==> config.mk <==
export PLATFORM = sky130hd
export DESIGN_NAME = conv_controller_param
export DESIGN_NICKNAME = d
export VERILOG_FILES = /design/src/rtl/conv_controller_param.sv
export SDC_FILE = /design/constraint.sdc
export NUM_CORES = 1
export LEC_CHECK = 0
export ABC_AREA = 1
export CORE_MARGIN = 2
export CORE_UTILIZATION = 45
export CTS_CLUSTER_SIZE = 10
export DETAILED_ROUTE_END_ITERATION = 7
export PLACE_DENSITY = 0.66
export SETUP_SLACK_MARGIN = 0.3
export SYNTH_ARGS = -nofsm -noshare
export SYNTH_HDL_FRONTEND = slang
export SYNTH_SLANG_ARGS = --single-unit
==> constraint.sdc <==
create_clock -name clk -period 5.9 [get_ports clk]
set_input_delay 1.18 -clock clk [delete_from_list [all_inputs] [get_ports clk]]
set_output_delay 1.18 -clock clk [all_outputs]
set_load 0.01 [all_outputs]
==> src/rtl/conv_controller_param.sv <==
// Convolution loop controller: sequences kernel loads, per-row column prefetch,
// per-pixel compute beats and output emission over a run-time sized feature map.
module conv_controller_param #(
    parameter int COORD_W      = 16,
    parameter int CH_W         = 16,
    parameter int CH_PAR       = 6,
    parameter int LOAD_K_BEATS = 72,
    parameter int LOAD_I_BEATS = 4,
    parameter int PRE_COLS     = 2,
    parameter int CALC_BEATS   = 6,
    parameter int OUT_BEATS    = 2
) (
    input  logic                            clk,
    input  logic                            rst_in,
    input  logic                            start,
    input  logic [COORD_W-1:0]              cfg_width,
    input  logic [COORD_W-1:0]              cfg_height,
    input  logic [CH_W-1:0]                 cfg_out_ch,
    output logic                            running,
    output logic                            done,
    input  logic                            con_valid,
    output logic                            con_ready,
    input  logic                            out_ready,
    output logic                            output_valid,
    output logic [COORD_W-1:0]              output_x,
    output logic [COORD_W-1:0]              output_y,
    output logic [CH_W-1:0]                 output_ch,
    output logic                            ctrl_k_load_en,
    output logic [$clog2(LOAD_K_BEATS)-1:0] ctrl_k_load_idx,
    output logic                            ctrl_i_load_en,
    output logic [$clog2(LOAD_I_BEATS)-1:0] ctrl_i_load_idx,
    output logic                            ctrl_i_shift,
    output logic                            ctrl_calc_en,
    output logic [$clog2(CALC_BEATS)-1:0]   ctrl_calc_beat,
    output logic                            ctrl_acc_clear
);

    localparam int K_W    = $clog2(LOAD_K_BEATS);
    localparam int I_W    = $clog2(LOAD_I_BEATS);
    localparam int C_W    = $clog2(CALC_BEATS);
    localparam int BEAT_W = (K_W > C_W) ? K_W : C_W;
    localparam int OB_W   = (OUT_BEATS > 1) ? $clog2(OUT_BEATS) : 1;
    localparam int COL_W  = $clog2(PRE_COLS + 1);

    localparam logic [BEAT_W-1:0] K_LAST    = BEAT_W'(LOAD_K_BEATS - 1);
    localparam logic [BEAT_W-1:0] I_LAST    = BEAT_W'(LOAD_I_BEATS - 1);
    localparam logic [BEAT_W-1:0] C_LAST    = BEAT_W'(CALC_BEATS - 1);
    localparam logic [BEAT_W:0]   I_BEATS_X = (BEAT_W + 1)'(LOAD_I_BEATS);
    localparam logic [OB_W-1:0]   OB_LAST   = OB_W'(OUT_BEATS - 1);
    localparam logic [COL_W-1:0]  COL_LAST  = COL_W'(PRE_COLS - 1);
    localparam logic [CH_W-1:0]   CH_STEP   = CH_W'(CH_PAR / OUT_BEATS);
    localparam logic [CH_W:0]     CH_GROUP  = (CH_W + 1)'(CH_PAR);

    localparam logic [2:0] S_IDLE    = 3'd0;
    localparam logic [2:0] S_LOAD_K  = 3'd1;
    localparam logic [2:0] S_LOAD_I  = 3'd2;
    localparam logic [2:0] S_SHIFT_I = 3'd3;
    localparam logic [2:0] S_CALC    = 3'd4;
    localparam logic [2:0] S_OUT     = 3'd5;
    localparam logic [2:0] S_FIN     = 3'd6;

    logic [2:0]         state;
    logic [BEAT_W-1:0]  beat;
    logic [COL_W-1:0]   col;
    logic [OB_W-1:0]    obeat;
    logic [COORD_W-1:0] x;
    logic [COORD_W-1:0] y;
    logic [CH_W-1:0]    ch_base;
    logic [COORD_W-1:0] cfg_w;
    logic [COORD_W-1:0] cfg_h;
    logic [CH_W-1:0]    cfg_ch;

    logic               load_phase;
    logic               hs;
    logic               calc_adv;
    logic [CH_W:0]      ch_next;

    // The first LOAD_I_BEATS compute beats double as input-word loads and
    // therefore only advance on a handshake.
    always_comb begin
        load_phase      = ({1'b0, beat} < I_BEATS_X);
        con_ready       = (state == S_LOAD_K) || (state == S_LOAD_I) ||
                          ((state == S_CALC) && load_phase);
        hs              = con_valid && con_ready;
        calc_adv        = (state == S_CALC) && (load_phase ? hs : 1'b1);
        ch_next         = {1'b0, ch_base} + CH_GROUP;

        running         = (state != S_IDLE);
        done            = (state == S_FIN);
        ctrl_k_load_en  = hs && (state == S_LOAD_K);
        ctrl_k_load_idx = '0;
        ctrl_i_load_en  = hs && ((state == S_LOAD_I) || (state == S_CALC));
        ctrl_i_load_idx = '0;
        ctrl_i_shift    = (state == S_SHIFT_I) || (calc_adv && (beat == C_LAST));
        ctrl_calc_en    = calc_adv;
        ctrl_calc_beat  = '0;
        ctrl_acc_clear  = (state == S_CALC) && (beat == '0);
        output_valid    = (state == S_OUT);
        output_x        = '0;
        output_y        = '0;
        output_ch       = '0;

        if (state == S_LOAD_K)
            ctrl_k_load_idx = beat[K_W-1:0];
        if ((state == S_LOAD_I) || ((state == S_CALC) && load_phase))
            ctrl_i_load_idx = beat[I_W-1:0];
        if (state == S_CALC)
            ctrl_calc_beat = beat[C_W-1:0];
        if (state == S_OUT) begin
            output_x  = x;
            output_y  = y;
            output_ch = ch_base + CH_W'(obeat) * CH_STEP;
        end
    end

    always_ff @(posedge clk) begin
        if (rst_in) begin
            state   <= S_IDLE;
            beat    <= '0;
            col     <= '0;
            obeat   <= '0;
            x       <= '0;
            y       <= '0;
            ch_base <= '0;
            cfg_w   <= '0;
            cfg_h   <= '0;
            cfg_ch  <= '0;
        end else begin
            case (state)
                S_IDLE: begin
                    if (start) begin
                        cfg_w   <= cfg_width;
                        cfg_h   <= cfg_height;
                        cfg_ch  <= cfg_out_ch;
                        x       <= '0;
                        y       <= '0;
                        ch_base <= '0;
                        beat    <= '0;
                        col     <= '0;
                        obeat   <= '0;
                        if ((cfg_width == '0) || (cfg_height == '0) || (cfg_out_ch == '0))
                            state <= S_FIN;
                        else
                            state <= S_LOAD_K;
                    end
                end
                S_LOAD_K: begin
                    if (hs) begin
                        if (beat == K_LAST) begin
                            beat  <= '0;
                            col   <= '0;
                            state <= S_LOAD_I;
                        end else begin
                            beat <= beat + 1'b1;
                        end
                    end
                end
                S_LOAD_I: begin
                    if (hs) begin
                        if (beat == I_LAST) begin
                            beat  <= '0;
                            state <= S_SHIFT_I;
                        end else begin
                            beat <= beat + 1'b1;
                        end
                    end
                end
                S_SHIFT_I: begin
                    col   <= col + 1'b1;
                    state <= (col == COL_LAST) ? S_CALC : S_LOAD_I;
                end
                S_CALC: begin
                    if (calc_adv) begin
                        if (beat == C_LAST) begin
                            beat  <= '0;
                            obeat <= '0;
                            state <= S_OUT;
                        end else begin
                            beat <= beat + 1'b1;
                        end
                    end
                end
                // Loop nest: channel group outermost, then row, then column.
                S_OUT: begin
                    if (out_ready) begin
                        if (obeat != OB_LAST) begin
                            obeat <= obeat + 1'b1;
                        end else begin
                            obeat <= '0;
                            if (x != cfg_w - 1'b1) begin
                                x     <= x + 1'b1;
                                state <= S_CALC;
                            end else if (y != cfg_h - 1'b1) begin
                                x     <= '0;
                                y     <= y + 1'b1;
                                col   <= '0;
                                state <= S_LOAD_I;
                            end else if (ch_next < {1'b0, cfg_ch}) begin
                                x       <= '0;
                                y       <= '0;
                                ch_base <= ch_next[CH_W-1:0];
                                state   <= S_LOAD_K;
                            end else begin
                                state <= S_FIN;
                            end
                        end
                    end
                end
                S_FIN: begin
                    state <= S_IDLE;
                end
                default: begin
                    state <= S_IDLE;
                end
            endcase
        end
    end

endmodule

==> flow_summary.html <==
<table>
<tr><th>Metric</th><th>Value</th></tr>
<tr><th colspan="2">Pwr</th></tr>
<tr><td>Total power consumption of the routed design</td><td>3.37 mW</td></tr>
<tr><td>Leak</td><td>4.00 nW</td></tr>
<tr><td>Power per standard cell area</td><td>351 nW/um^2</td></tr>
<tr><td>Largest vdd supply drop</td><td>0.000193 V</td></tr>
<tr><th colspan="2">Cells and area</th></tr>
<tr><td>Area added between synthesis and finish</td><td>19.8%</td></tr>
<tr><td>Final nets</td><td>1,472</td></tr>
<tr><td>Share of cells above drive strength 1</td><td>4.79%</td></tr>
<tr><td>Total non-filler cell area in the finished layout</td><td>9600 um^2</td></tr>
<tr><td>Final instance count without filler cells</td><td>1,624</td></tr>
<tr><td>Count of inserted antenna diode cells</td><td>0</td></tr>
<tr><th colspan="2">Drt</th></tr>
<tr><td>Pre-Repair DR Iteration Count</td><td>6</td></tr>
<tr><td>Via-to-Cell Ratio</td><td>5.19</td></tr>
<tr><td>Residual DRC</td><td>0</td></tr>
<tr><td>Aggregate routed wire length</td><td>23,200 um</td></tr>
<tr><td>1st-iter DRT viols</td><td>449</td></tr>
<tr><td>Via total after detailed routing</td><td>8,428</td></tr>
<tr><td>Detail-routed net length per standard cell</td><td>14.3 um</td></tr>
<tr><td>Post-route antenna net violation count</td><td>0</td></tr>
<tr><th colspan="2">Floorplanning</th></tr>
<tr><td>Floorplan Core Area</td><td>17,400 um^2</td></tr>
<tr><td>Die extent in y</td><td>137 um</td></tr>
<tr><td>Effective utilization at floorplan</td><td>46.2%</td></tr>
<tr><td>Die width</td><td>137 um</td></tr>
<tr><td>I/O Pins</td><td>122</td></tr>
<tr><td>Row count</td><td>48</td></tr>
<tr><td>Die area</td><td>18,900 um^2</td></tr>
<tr><th colspan="2">Yosys</th></tr>
<tr><td>Number of flip-flops and latches in the synthesized netlist</td><td>108</td></tr>
<tr><td>Distinct cell type count after synthesis</td><td>42</td></tr>
<tr><td>Main combinational cell family by area after synthesis</td><td>simple AND/OR/NAND/NOR gates</td></tr>
<tr><td>Mapped cell area</td><td>8020 um^2</td></tr>
<tr><td>Compound-Gate Fraction of Synth Area</td><td>12.0%</td></tr>
<tr><td>Sequential fraction of the synthesis area</td><td>27.0%</td></tr>
<tr><td>Mean instance size in the synthesized netlist</td><td>6.15 um^2</td></tr>
<tr><td>Multiplexer share of the synthesized area</td><td>0%</td></tr>
<tr><td>XOR/XNOR share of the synthesized area</td><td>6.32%</td></tr>
<tr><td>Ys Warns</td><td>0</td></tr>
<tr><td>Post-synthesis cell count</td><td>1,303</td></tr>
<tr><td>Syn Nets</td><td>1,381</td></tr>
<tr><td>Post-synthesis adder-cell area fraction</td><td>3.90%</td></tr>
<tr><td>Simple-gate portion of the synthesized area</td><td>39.8%</td></tr>
<tr><th colspan="2">Timing</th></tr>
<tr><td>Number of pins exceeding their max-slew limit in the final report</td><td>0</td></tr>
<tr><td>Slew @ Worst Pin</td><td>973 ps</td></tr>
<tr><td>RSZ-0062 raised after global routing</td><td>no</td></tr>
<tr><td>Post-Route Setup TNS</td><td>0 ps</td></tr>
<tr><td>Fin Clk Skew</td><td>10.2 ps</td></tr>
<tr><td>Worst Slack Setup Final</td><td>1580 ps</td></tr>
<tr><td>Period Utilization, post-route</td><td>73.2%</td></tr>
<tr><td>Number of failing setup endpoints in the final timing report</td><td>0</td></tr>
<tr><td>Worst rel slew slack</td><td>34.9%</td></tr>
<tr><td>Fmax</td><td>231 MHz</td></tr>
<tr><td>Count of final hold-check violations</td><td>0</td></tr>
<tr><td>Shortest clock period the worst path allows after layout</td><td>4320 ps</td></tr>
<tr><th colspan="2">Global routing</th></tr>
<tr><td>Via count of the first global-routing pass</td><td>7,571</td></tr>
<tr><td>Pin count of the biggest net entering global routing</td><td>59</td></tr>
<tr><td>Tot GR Track Use</td><td>24.6%</td></tr>
<tr><td>Overflow left after global routing</td><td>0</td></tr>
<tr><td>Number of antenna violations at the first check in global routing</td><td>0</td></tr>
<tr><td>First-pass GRT wire length</td><td>36,900 um</td></tr>
<tr><th colspan="2">Clock network</th></tr>
<tr><td>Clock tree from TritonCTS</td><td>built</td></tr>
<tr><td>Buffers from clock root to sink, at most</td><td>2</td></tr>
<tr><td>Number of clock buffers inserted by TritonCTS</td><td>9</td></tr>
<tr><td>CTS-repair resized insts</td><td>0</td></tr>
<tr><td>Cts hold-fix bufs</td><td>0</td></tr>
<tr><td>Worst-Skew Late Latency</td><td>360 ps</td></tr>
<tr><td>Root buffer cell</td><td>clkbuf_16</td></tr>
<tr><td>Clock tree sinks</td><td>108</td></tr>
<tr><td>Post-CTS setup-driven buffer insertion count</td><td>0</td></tr>
<tr><td>Clock transition at the registers of the reported paths</td><td>80 ps</td></tr>
<tr><td>CTS H-tree lvls</td><td>3</td></tr>
<tr><th colspan="2">Placement</th></tr>
<tr><td>Final HPWL DP</td><td>17,900 um</td></tr>
<tr><td>Pre-CTS setup slack</td><td>1900 ps</td></tr>
<tr><td>Port bufs</td><td>121</td></tr>
<tr><td>Placed inst area</td><td>9310 um^2</td></tr>
<tr><td>Total placed cells including tap cells</td><td>1,608</td></tr>
<tr><td>Weighted congestion at the end of routability-driven global placement</td><td>0.915</td></tr>
<tr><th colspan="2">Job</th></tr>
<tr><td>Maximum Capacitance Violations</td><td>0</td></tr>
<tr><th colspan="2">Min path</th></tr>
<tr><td>Worst Hold Class</td><td>reg -&gt; reg</td></tr>
<tr><th colspan="2">Setup path</th></tr>
<tr><td>Startpoint types</td><td>flip-flop</td></tr>
<tr><td>Required time of the critical path</td><td>4720 ps</td></tr>
<tr><td>Critical setup path kind</td><td>reg -&gt; out</td></tr>
<tr><td>Worst-path fanout max</td><td>51</td></tr>
<tr><td>Worst setup EP type</td><td>output port</td></tr>
<tr><td>Endpoint arrival time on the critical path</td><td>3140 ps</td></tr>
<tr><th colspan="2">Status</th></tr>
<tr><td>Run status</td><td>completed</td></tr>
</table>
report_power, final:
| part | total (mW) | switching, mW | internal, mW |
|---|---|---|---|
| Sequential | 1.04 | 0.167 | 0.877 |
| Clock | 0.601 | 0.307 | 0.295 |
| Combinational | 1.72 | 1.13 | 0.585 |
| Total | 3.37 | 1.61 | 1.76 |
layer usage:
metal / GRT usage, % / up-vias / routed length, um
met4: 6.36 / 0 / 410
met1: 33.3 / 3823 / 11100
met5: 0 / - / 0
li1: - / 4372 / -
met3: 3.68 / 30 / 1210
met2: 41.1 / 203 / 10500
synthesized netlist by cell type (all sizes together):
cell type | n | area [um^2]
dfxtp | 108 | 2160
nor3b | 3 | 22.5
clkbuf | 28 | 105
nor3 | 28 | 150
a21oi | 92 | 475
xnor2 | 13 | 114
nand3 | 127 | 661
a211oi | 3 | 22.5
nor4 | 17 | 106
o22ai | 1 | 6.26
xor2 | 44 | 393
o21a | 2 | 15.0
inv | 177 | 664
nand2 | 282 | 1090
nand4 | 17 | 106
ha | 25 | 313
or2 | 4 | 25.0
o41ai | 1 | 8.76
o2111a | 1 | 11.3
buf | 16 | 114
o21ai | 78 | 390
o211ai | 3 | 22.5
nor2 | 218 | 925
nand3b | 14 | 105
o221ai | 1 | 8.76
kinds of logic (layout without fill, tap and decap cells):
logic type / after synthesis / after routing
fa+ha+maj: 25 / 25
buf+inv: 221 / 317
flops: 108 / 108
simple gates: 710 / 710
compound gates: 182 / 182
xor+xnor: 57 / 57
cells in the final DEF, fill, tap and decap left out, types with 2 or more instances in the layout:
master and n:
dfxtp_1 108, nor4_1 17, clkdlybuf4s50_1 121, a21oi_1 90
xor2_1 43, nand2_4 2, buf_4 3, ha_1 25
or2_2 3, o211ai_1 3, inv_2 7, nand3_1 122
nor2_2 9, inv_1 170, nand3b_1 14, o21ai_0 65
nand2_1 273, o21ai_1 13, clkbuf_16 9, nor3_2 2
xnor2_1 13, clkinvlp_4 2, nor2_4 9, inv_8 2
nand2_2 7, nor3b_1 3, nor3_1 26, nor2_1 199
o21a_1 2, nand3_2 5, a211oi_1 3, nand4_1 17
path summary, 6_finish.rpt:
check,startpoint,to,slack (ps),depth (start not counted)
worst max-delay path,state[2],output_ch[11],1580,5
worst min-delay path,cfg_ch[8],cfg_ch[8],470,2
worst max register to register,ch_base[1],ch_base[2],1930,18
worst min register to register,cfg_ch[8],cfg_ch[8],470,2
flip-flops by register name, indices dropped and copies added, names as in the netlist:
signal	count
col	2
state	3
cfg_ch	16
cfg_w	16
ch_base	15
cfg_h	16
y	16
obeat	1
x	16
beat	7
per-stage QoR:
stage / hold WS (ps) / utilization [%]
final: 467 / 55.3
after global placement: 451 / 53.7
after detailed placement: 455 / 53.7
after CTS: 469 / 55.3
after global routing: 480 / 55.3
after floorplan: 433 / -
final cells by class:
cell class                      count  area, um^2
Fill cell                        1804        7760
Tap cell                          225         282
Sequential cell                   108        2160
Clock inverter                      7        60.1
Clock buffer                        9         225
Timing Repair Buffer              124        1230
Multi-Input combinational cell    974        4970
Inverter                          177         664
critical path: stages, from the launching register on:
cell	delay [ps]
dfxtp_1	410
inv_1	130
nor2_2	660
inv_2	590
a211oi_1	390
clkdlybuf4s50_1	580
Note: power is estimated with default switching activity, not from simulation.
